==> config.mk <==
export PLATFORM = sky130hd
export DESIGN_NAME = reg_share_arb_flat
export DESIGN_NICKNAME = d
export VERILOG_FILES = /design/src/rtl/reg_share_arb_pkg.sv /design/src/rtl/reg_share_arb_if.sv /design/src/rtl/reg_share_arb_rr_pick.sv /design/src/rtl/reg_share_arb.sv /design/src/flat_wrapper.sv
export SDC_FILE = /design/constraint.sdc
export NUM_CORES = 1
export LEC_CHECK = 0
export CAP_MARGIN = 20
export CORE_MARGIN = 2
export CORE_UTILIZATION = 60
export CTS_BUF_LIST = sky130_fd_sc_hd__clkbuf_4 sky130_fd_sc_hd__clkbuf_8 sky130_fd_sc_hd__clkbuf_16
export CTS_CLUSTER_SIZE = 25
export DETAILED_ROUTE_END_ITERATION = 8
export DONT_BUFFER_PORTS = 1
export PLACE_DENSITY = 0.87
export SLEW_MARGIN = 0
export SYNTH_ARGS = -nofsm -noshare
export SYNTH_HDL_FRONTEND = slang
export SYNTH_HIERARCHICAL = 1
export SYNTH_SLANG_ARGS = --single-unit
==> constraint.sdc <==
create_clock -name clk -period 3.18 [get_ports clk]
set_input_delay 0.318 -clock clk [delete_from_list [all_inputs] [get_ports clk]]
set_output_delay 0.318 -clock clk [all_outputs]
set_load 0.1 [all_outputs]
==> src/rtl/reg_share_arb_pkg.sv <==
// Shared types and widths for the register-sharing round-robin arbiter.
package reg_share_pkg;

    typedef enum logic {
        IDLE  = 1'b0,
        OWNED = 1'b1
    } state_t;

    localparam int NREQ_DEF = 4;
    localparam int ID_W     = $clog2(NREQ_DEF);
    localparam int HOLD_W   = 4;

    // Index width for an arbitrary requester count; never narrower than one bit.
    function automatic int id_w(input int n);
        return (n > 1) ? $clog2(n) : 1;
    endfunction

endpackage

==> src/rtl/reg_share_arb_if.sv <==
// Requester-side bus of the shared register: requests and write data in, grant and contents out.
interface reg_share_arb_if
    import reg_share_pkg::*;
#(
    parameter int WIDTH = 8,
    parameter int NREQ  = 4
) ();
    localparam int IW = id_w(NREQ);

    logic [NREQ-1:0]       req;
    logic [NREQ-1:0]       we;
    logic [NREQ*WIDTH-1:0] wdata;
    logic [NREQ-1:0]       gnt;
    logic [IW-1:0]         gnt_id;
    logic                  busy;
    logic [WIDTH-1:0]      q;

    modport master (output req, we, wdata, input gnt, gnt_id, busy, q);
    modport slave  (input req, we, wdata, output gnt, gnt_id, busy, q);
endinterface

==> src/rtl/reg_share_arb_rr_pick.sv <==
// Combinational round-robin search: first requester at or after ptr, wrapping modulo NREQ.
module rr_pick
    import reg_share_pkg::*;
#(
    parameter int NREQ = 4,
    parameter int IW   = id_w(NREQ)
) (
    input  logic [NREQ-1:0] req,
    input  logic [IW-1:0]   ptr,
    output logic            pick_valid,
    output logic [IW-1:0]   pick_id
);
    int idx;

    always_comb begin
        pick_valid = 1'b0;
        pick_id    = ptr;
        idx        = 0;
        for (int k = 0; k < NREQ; k++) begin
            idx = int'(ptr) + k;
            if (idx >= NREQ) idx = idx - NREQ;
            if (!pick_valid && req[idx]) begin
                pick_valid = 1'b1;
                pick_id    = IW'(idx);
            end
        end
    end
endmodule

==> src/rtl/reg_share_arb.sv <==
// Round-robin owner arbitration, bounded hold time and write gating for one shared register.
module reg_share_arb
    import reg_share_pkg::*;
#(
    parameter int WIDTH    = 8,
    parameter int NREQ     = 4,
    parameter int MAX_HOLD = 4
) (
    input  logic           clk,
    input  logic           reset,
    reg_share_arb_if.slave bus
);
    localparam int                IW       = id_w(NREQ);
    localparam logic [IW-1:0]     LAST_ID  = IW'(NREQ - 1);
    localparam logic [HOLD_W-1:0] HOLD_END = HOLD_W'(MAX_HOLD - 1);

    state_t              state, state_n;
    logic [IW-1:0]       owner, owner_n;
    logic [IW-1:0]       ptr, ptr_n;
    logic [HOLD_W-1:0]   hold_cnt, hold_n;
    logic [NREQ-1:0]     gnt, gnt_n;
    logic [WIDTH-1:0]    q, q_n;

    logic [IW-1:0]       next_id;
    logic [IW-1:0]       base;
    logic                pick_valid;
    logic [IW-1:0]       pick_id;
    logic                own_req;
    logic                own_we;

    assign own_req = bus.req[owner];
    assign own_we  = bus.we[owner];
    assign next_id = (owner == LAST_ID) ? '0 : owner + 1'b1;

    // While owned, the only pick that matters is the release pick, which
    // searches from owner+1 so the outgoing owner comes last.
    assign base = (state == OWNED) ? next_id : ptr;

    rr_pick #(.NREQ(NREQ), .IW(IW)) u_pick (
        .req        (bus.req),
        .ptr        (base),
        .pick_valid (pick_valid),
        .pick_id    (pick_id)
    );

    always_comb begin
        state_n = state;
        owner_n = owner;
        ptr_n   = ptr;
        hold_n  = hold_cnt;
        gnt_n   = gnt;
        q_n     = q;

        if (state == OWNED && own_req && own_we)
            q_n = bus.wdata[int'(owner)*WIDTH +: WIDTH];

        case (state)
            IDLE: begin
                if (pick_valid) begin
                    state_n = OWNED;
                    owner_n = pick_id;
                    hold_n  = '0;
                    gnt_n   = {{(NREQ-1){1'b0}}, 1'b1} << pick_id;
                end
            end
            OWNED: begin
                hold_n = hold_cnt + 1'b1;
                if (!own_req || hold_cnt == HOLD_END) begin
                    ptr_n  = next_id;
                    hold_n = '0;
                    if (pick_valid) begin
                        owner_n = pick_id;
                        gnt_n   = {{(NREQ-1){1'b0}}, 1'b1} << pick_id;
                    end else begin
                        state_n = IDLE;
                        gnt_n   = '0;
                    end
                end
            end
            default: begin
                state_n = IDLE;
                gnt_n   = '0;
            end
        endcase
    end

    always_ff @(posedge clk) begin
        if (reset) begin
            state    <= IDLE;
            owner    <= '0;
            ptr      <= '0;
            hold_cnt <= '0;
            gnt      <= '0;
            q        <= '0;
        end else begin
            state    <= state_n;
            owner    <= owner_n;
            ptr      <= ptr_n;
            hold_cnt <= hold_n;
            gnt      <= gnt_n;
            q        <= q_n;
        end
    end

    assign bus.gnt    = gnt;
    assign bus.gnt_id = owner;
    assign bus.busy   = (state == OWNED);
    assign bus.q      = q;
endmodule

==> src/flat_wrapper.sv <==
// flat-port wrapper written by rule: the top's interface ports become plain ports
module reg_share_arb_flat import reg_share_pkg::*;
#(
    parameter int WIDTH    = 8,
    parameter int NREQ     = 4,
    parameter int MAX_HOLD = 4
)
  (clk, reset, bus_req, bus_we, bus_wdata, bus_gnt, bus_gnt_id, bus_busy, bus_q);
  reg_share_arb_if #(.WIDTH(WIDTH), .NREQ(NREQ)) bus_i ();
  input  logic clk;
  input  logic reset;
  input wire logic [$bits(bus_i.req)-1:0] bus_req;
  input wire logic [$bits(bus_i.we)-1:0] bus_we;
  input wire logic [$bits(bus_i.wdata)-1:0] bus_wdata;
  output wire logic [$bits(bus_i.gnt)-1:0] bus_gnt;
  output wire logic [$bits(bus_i.gnt_id)-1:0] bus_gnt_id;
  output wire logic [$bits(bus_i.busy)-1:0] bus_busy;
  output wire logic [$bits(bus_i.q)-1:0] bus_q;
  assign bus_i.req = bus_req;
  assign bus_i.we = bus_we;
  assign bus_i.wdata = bus_wdata;
  assign bus_gnt = bus_i.gnt;
  assign bus_gnt_id = bus_i.gnt_id;
  assign bus_busy = bus_i.busy;
  assign bus_q = bus_i.q;
  reg_share_arb #(.WIDTH(WIDTH), .NREQ(NREQ), .MAX_HOLD(MAX_HOLD)) u_core (.clk(clk), .reset(reset), .bus(bus_i));
endmodule
==> summary.txt, run 1 <==
Crit-path max FO -> 13
Core ar. -> 0.002148 mm²
Post_cts resized -> 0
Initial antenna violation count -> 0
Synth top area cells -> dfxtp_1, mux4_2, a21oi_1
RSZ-0062 raised after global routing -> no
Async SR Flop Fraction -> 0%
Critical path startpoint -> u_core/bus.gnt_id[0]
HPWL Detailed -> 2216 µm
Setup CP Type -> reg2reg
Fmax achieved -> 0.4104 GHz
Clk_lat worst skew -> 0.31 ns
Syn. warnings -> 6
Placer Congestion -> 0.8572
Count of cell types in the netlist -> 38
Hold_buf cts -> 0
Drt wl/cell -> 18.16 µm
Number of placed cells counting well taps -> 162
Post-Route Skew -> 0.003776 ns
Hold Startpoint -> reset
Post-synth EDFFs -> 0
Final nets -> 183
R2r startpoint -> u_core/bus.gnt_id[0]
Worst hold margin -> 0.04759 ns
Clk slew on worst S/H paths -> 0.12 ns
Die width -> 51.11 µm
Critical path required time -> 3.39 ns
I/O pins -> 57
DRT iter0 DRCs -> 49
Largest area contributor in the netlist -> dfxtp_1
Total CTS buffers -> 3
Final Cycle Share -> 76.62%
Max_cap viols -> 0
Crit path capture type -> flop
GRT Total Usage -> 23.18%
Worst VDD drop -> 0.3396 mV
Synthesized flop and latch total -> 21
Pleak -> 0.4662 nW
Setup TNS -> 0 ns
GRT overflow -> 0
Setup slack, reg-to-reg -> 0.74 ns
First-pass GRT wire length -> 4650 µm
Share of cells above drive strength 1 -> 20.29%
Final hold vios -> 0
Drt total wl -> 3015 µm
Post-Synthesis Cells -> 139
Pwr dens -> 603.5 mW/mm²
DRC -> 0
Placed Area -> 0.001339 mm²
CTS max path bufs -> 2
Register area -> 422.9 µm²
Largest net degree at the start of global routing -> 23
Post-Layout Cell Count -> 166
Effective utilization at floorplan -> 61.97%
Rel. slew slack -> 34.59%
Die ar. -> 0.002612 mm²
Mapped Avg Cell Area -> 9.578 µm²
Syn nets -> 183
Hold Path Stages -> 1
Vias per cell -> 7.060
Post-CTS Setup Inserts -> 0
Ys flop type -> dfxtp_1
Register area share after synthesis -> 31.58%
Mapped Area -> 0.001331 mm²
Final antenna-violating net count -> 0
Slew Limit Fails -> 0
Top-area cell type share of the netlist area -> 31.58%
Worst min path class -> in2reg
# diodes -> 0
# port buffers -> 0
Via count -> 1172
Hold path endpoint -> u_core/bus.gnt_id[1]
Pre-antenna DRT Iters -> 4
Reg-to-reg endpoint -> u_core/bus.gnt[3]
Vias in the first global route -> 1087
FP Rows -> 17
R2r worst-path depth -> 5
Height of the chip -> 51.11 µm
# clock sinks -> 21
Post-layout min period -> 2.436 ns
Multi-input logic area -> 824.5 µm²
CTS tree -> done
Final Cell Area -> 0.001366 mm²
Outcome -> finished clean
Clock Tree Root -> clkbuf_4
Worst Path Arrival -> 2.65 ns
Final setup viols -> 0
Critical Path Start Type -> flop
Layout fillers -> 164
Worst-Margin Slew -> 0.9798 ns
P&R area growth vs syn -> 2.632%
Max H-tree Level -> 1
Pwr Total -> 0.0008246 W
## metal layers
metal | global-route usage [%] | wire [µm]
met5 | 0 | 0
met4 | 9.009 | 34
met3 | 3.801 | 368
met2 | 40.26 | 1517
met1 | 28.60 | 1094
## cells by family (layout without fill, tap and decap cells)
group | after synthesis | in the layout | share of synthesized area [%]
flip-flops | 21 | 21 | 31.58
buffers and inverters | 17 | 16 | 6.484
multiplexers | 20 | 20 | 24.53
AO/OA/AOI/OAI | 42 | 42 | 21.43
AND/OR/NAND/NOR | 37 | 37 | 14.10
adder cells (fa/ha/maj) | 2 | 2 | 1.879
## cells in the final DEF (no fill, tap or decap), types with 2 or more instances in the layout
cell type  instances
nor2_1             9
or3_1              2
o21ai_1            8
nand2_1            5
nand3_1           10
o21ai_0            3
a21oi_1           14
buf_4              3
nor2b_1            2
clkbuf_4           3
nor3_1             2
o32ai_1            5
ha_1               2
dfxtp_2            2
mux2_2             3
inv_1              9
mux2i_1            6
dfxtp_1           19
mux2_4             2
nand2b_1           2
mux4_2             9
## cell type report
type / instances / share of cell area, %
Multi-Input combinational cell: 101 / 60.35
Sequential cell: 21 / 30.95
Tap cell: 28 / 2.564
Inverter: 9 / 2.473
Clock buffer: 3 / 1.648
Timing Repair Buffer: 3 / 1.648
Clock inverter: 1 / 0.3663
## metrics by stage
step / util [%] / setup slack (ns)
after floorplan: - / 0.4873
after global placement: 62.32 / 0.9080
after detailed placement: 62.32 / 0.8393
after CTS: 63.60 / 0.7418
after global routing: 63.60 / 0.5880
final: 63.60 / 0.7435
## worst max path at each step
stage                           end  slack [ns]  cells after the start
2_1_floorplan  u_core/bus.gnt_id[1]        0.49                      9
3_3_place_gp      u_core/bus.gnt[1]        0.91                      5
3_5_place_dp      u_core/bus.gnt[3]        0.84                      5
4_1_cts           u_core/bus.gnt[3]        0.74                      5
5_1_grt           u_core/bus.gnt[3]        0.59                      5
6_report          u_core/bus.gnt[3]        0.74                      5
## Yosys cell counts, types with 3 or more instances
| cell | number |
|---|---|
| a21oi_1 | 14 |
| clkbuf_1 | 4 |
| dfxtp_1 | 21 |
| inv_1 | 9 |
| mux2_2 | 3 |
| mux2i_1 | 6 |
| mux4_2 | 9 |
| nand2_1 | 5 |
| nand3_1 | 10 |
| nor2_1 | 9 |
| o21ai_0 | 3 |
| o21ai_1 | 8 |
| o32ai_1 | 5 |
## sequential cells by signal, summed over array words and instances, names as in the netlist
signal,cells
u_core/bus.q,8
u_core/bus.busy,1
u_core/bus.gnt,4
u_core/ptr,2
u_core/bus.gnt_id,2
u_core/hold_cnt,4
## critical path, stage by stage, from the launching register on
cell and delay (ns):
dfxtp_2 0.59, buf_4 0.41, mux2_4 0.36, a22oi_2 0.47, o2111ai_1 0.29, o32ai_1 0.21
## power breakdown
group	switching [W]	internal, W	leakage, nW
Sequential	0.000144	0.000289	0.172
Combinational	0.000148	0.000109	0.276
Clock	0.0000873	0.0000471	0.0177
Total	0.000380	0.000445	0.466
(Power assumes the default switching activity.)
==> run 2, diff against run 1 <==
- CORE_UTILIZATION: 60 -> 56
- PLACE_DENSITY: 0.87 -> 0.85
- clock period: 3.18 -> 2 ns (I/O delays scaled with it)
==> run 2 against run 1 <==
- cell area increased by 14%
- count of clock-buffer cells in the layout did not move
- sequential power up 13%
- hold slack improved by 0.033 ns
- critical path type unchanged
- die area rose by 6.6%
- critical endpoint is now u_core/bus.gnt[0]
- routed wire length rose by 21%
- non-clock buffer count is 18 higher
- total power increased by 74%
- global-route usage up 3.3 points
- sequential share of layout area is 3.2 points lower
- clock power is 72% higher
- critical path depth is 4 higher
==> summary.txt, run 2 (synthesis results as in run 1) <==
Setup TNS -> 0 ns
P&R area growth vs syn -> 16.92%
Vias in the first global route -> 1187
Multi-input logic area -> 864.6 µm²
CTS max path bufs -> 2
Max H-tree Level -> 1
Number of placed cells counting well taps -> 178
Biggest regs -> u_core/bus.q x8, u_core/bus.gnt x4, u_core/hold_cnt x4
Crit-path max FO -> 5
Worst Path Buf+Inv -> 1
Die ar. -> 0.002783 mm²
Drt wl/cell -> 19.88 µm
Worst min path class -> in2reg
Register bank with the most flops -> u_core/bus.q
Pwr Total -> 0.001438 W
Fmax achieved -> 0.5186 GHz
DRC -> 0
HPWL Detailed -> 2573 µm
Die width -> 52.76 µm
# diodes -> 0
First-pass GRT wire length -> 5306 µm
Drt total wl -> 3657 µm
GRT overflow -> 0
Pre-CTS setup slack -> 0.09424 ns
Worst-Margin Slew -> 0.7677 ns
Cell mode on critical path -> nor2_1
Core ar. -> 0.002233 mm²
Cells along the critical path -> buf_4 -> nor2_1 -> mux2_2 -> nand2b_1 -> a21oi_1 -> a221oi_4 -> nor2_1 -> o211ai_2 -> o32ai_1
Pre-antenna DRT Iters -> 4
Crit path capture type -> flop
Post-layout min period -> 1.928 ns
Critical Path Start Type -> flop
Final hold vios -> 0
I/O pins -> 57
Post-Route Skew -> 0.006748 ns
Max FFs per register -> 8
Outcome -> finished clean
# clock sinks -> 21
Share of cells above drive strength 1 -> 32.69%
Largest net degree at the start of global routing -> 21
DRT iter0 DRCs -> 63
# port buffers -> 0
CP top delay family -> compound AO/OA/AOI/OAI gates
Total CTS buffers -> 3
Post-Layout Cell Count -> 184
Via count -> 1274
Register area -> 431.7 µm²
Commonest non-fill, non-tap cell in the layout -> buf_4
Effective utilization at floorplan -> 59.61%
Final Cycle Share -> 96.41%
Height of the chip -> 52.76 µm
Final nets -> 201
Setup CP Type -> reg2reg
Clk_lat worst skew -> 0.33 ns
Max_cap viols -> 0
Layout fillers -> 168
Clk slew on worst S/H paths -> 0.14 ns
Pleak -> 0.5660 nW
Worst Path Arrival -> 2.18 ns
Worst hold margin -> 0.08056 ns
Slew Limit Fails -> 0
Clock Tree Root -> clkbuf_4
CTS tree -> done
Worst VDD drop -> 0.6552 mV
Initial antenna violation count -> 0
Final setup margin -> 0.07170 ns
Placer Congestion -> 0.8350
GRT Total Usage -> 26.49%
Final setup viols -> 0
Vias per cell -> 6.924
Final antenna-violating net count -> 0
Rel. slew slack -> 48.65%
Slowest CP cell -> dfxtp_4
FP Rows -> 17
Pwr dens -> 923.6 mW/mm²
CP peak stage delay -> 0.40 ns
Commonest non-fill, non-tap cells in the layout -> buf_4, dfxtp_1, a21oi_1
Critical path required time -> 2.25 ns
run 2: worst reg2reg max path: stages (launching register included):
cell and delay, ns:
dfxtp_4 0.40, buf_4 0.15, nor2_1 0.07, mux2_2 0.29, nand2b_1 0.19, a21oi_1 0.28
a221oi_4 0.07, nor2_1 0.14, o211ai_2 0.11, o32ai_1 0.14
run 2: layer usage:
metal | track usage (%) | up-vias | part of all wire [%]
li1 | - | 563 | -
met1 | 30.13 | 601 | 33
met2 | 47.50 | 93 | 55
met3 | 5.143 | 17 | 9.1
met4 | 11.54 | 0 | 3.7
met5 | 0 | - | 0
run 2: area by class of cell:
cell class,count,area share [%]
multi-input combinational,101,55.55
tap,28,2.251
clock inverter,1,0.3215
clock buffer,3,1.447
timing repair buffer,21,10.53
sequential,21,27.73
inverter,9,2.170
run 2: stage by stage:
step	util, %	instance area, µm²
finish	69.69	1556
global route	69.69	1556
CTS	68.12	1521
detailed placement	66.44	1484
global placement	66.44	1484
floorplan	-	1363
run 2: path summary, 6_finish.rpt:
path                        startpoint                 to  slack (ns)  cells after the start
setup / recovery  u_core/bus.gnt_id[0]  u_core/bus.gnt[0]        0.07                      9
hold / removal                   reset  u_core/bus.gnt[2]        0.08                      3
setup reg to reg  u_core/bus.gnt_id[0]  u_core/bus.gnt[0]        0.07                      9
hold reg to reg      u_core/bus.gnt[3]  u_core/bus.gnt[3]        0.49                      2
run 2: report_power, final:
group	internal (W)	leakage, nW	total, W	switching [W]
combinational	0.000242	0.375	0.000716	0.000475
sequential	0.000461	0.173	0.000492	0.0000302
clock	0.0000753	0.0177	0.000230	0.000155
total	0.000778	0.566	0.00144	0.000659
run 2: timing repair:
item / CTS / global route
hold endpoints to repair: 20 / 0
hold buffers: 1 / 0
buffers inserted: 0 / 1
setup endpoints to repair: 0 / 13
resized for setup: 0 / 5
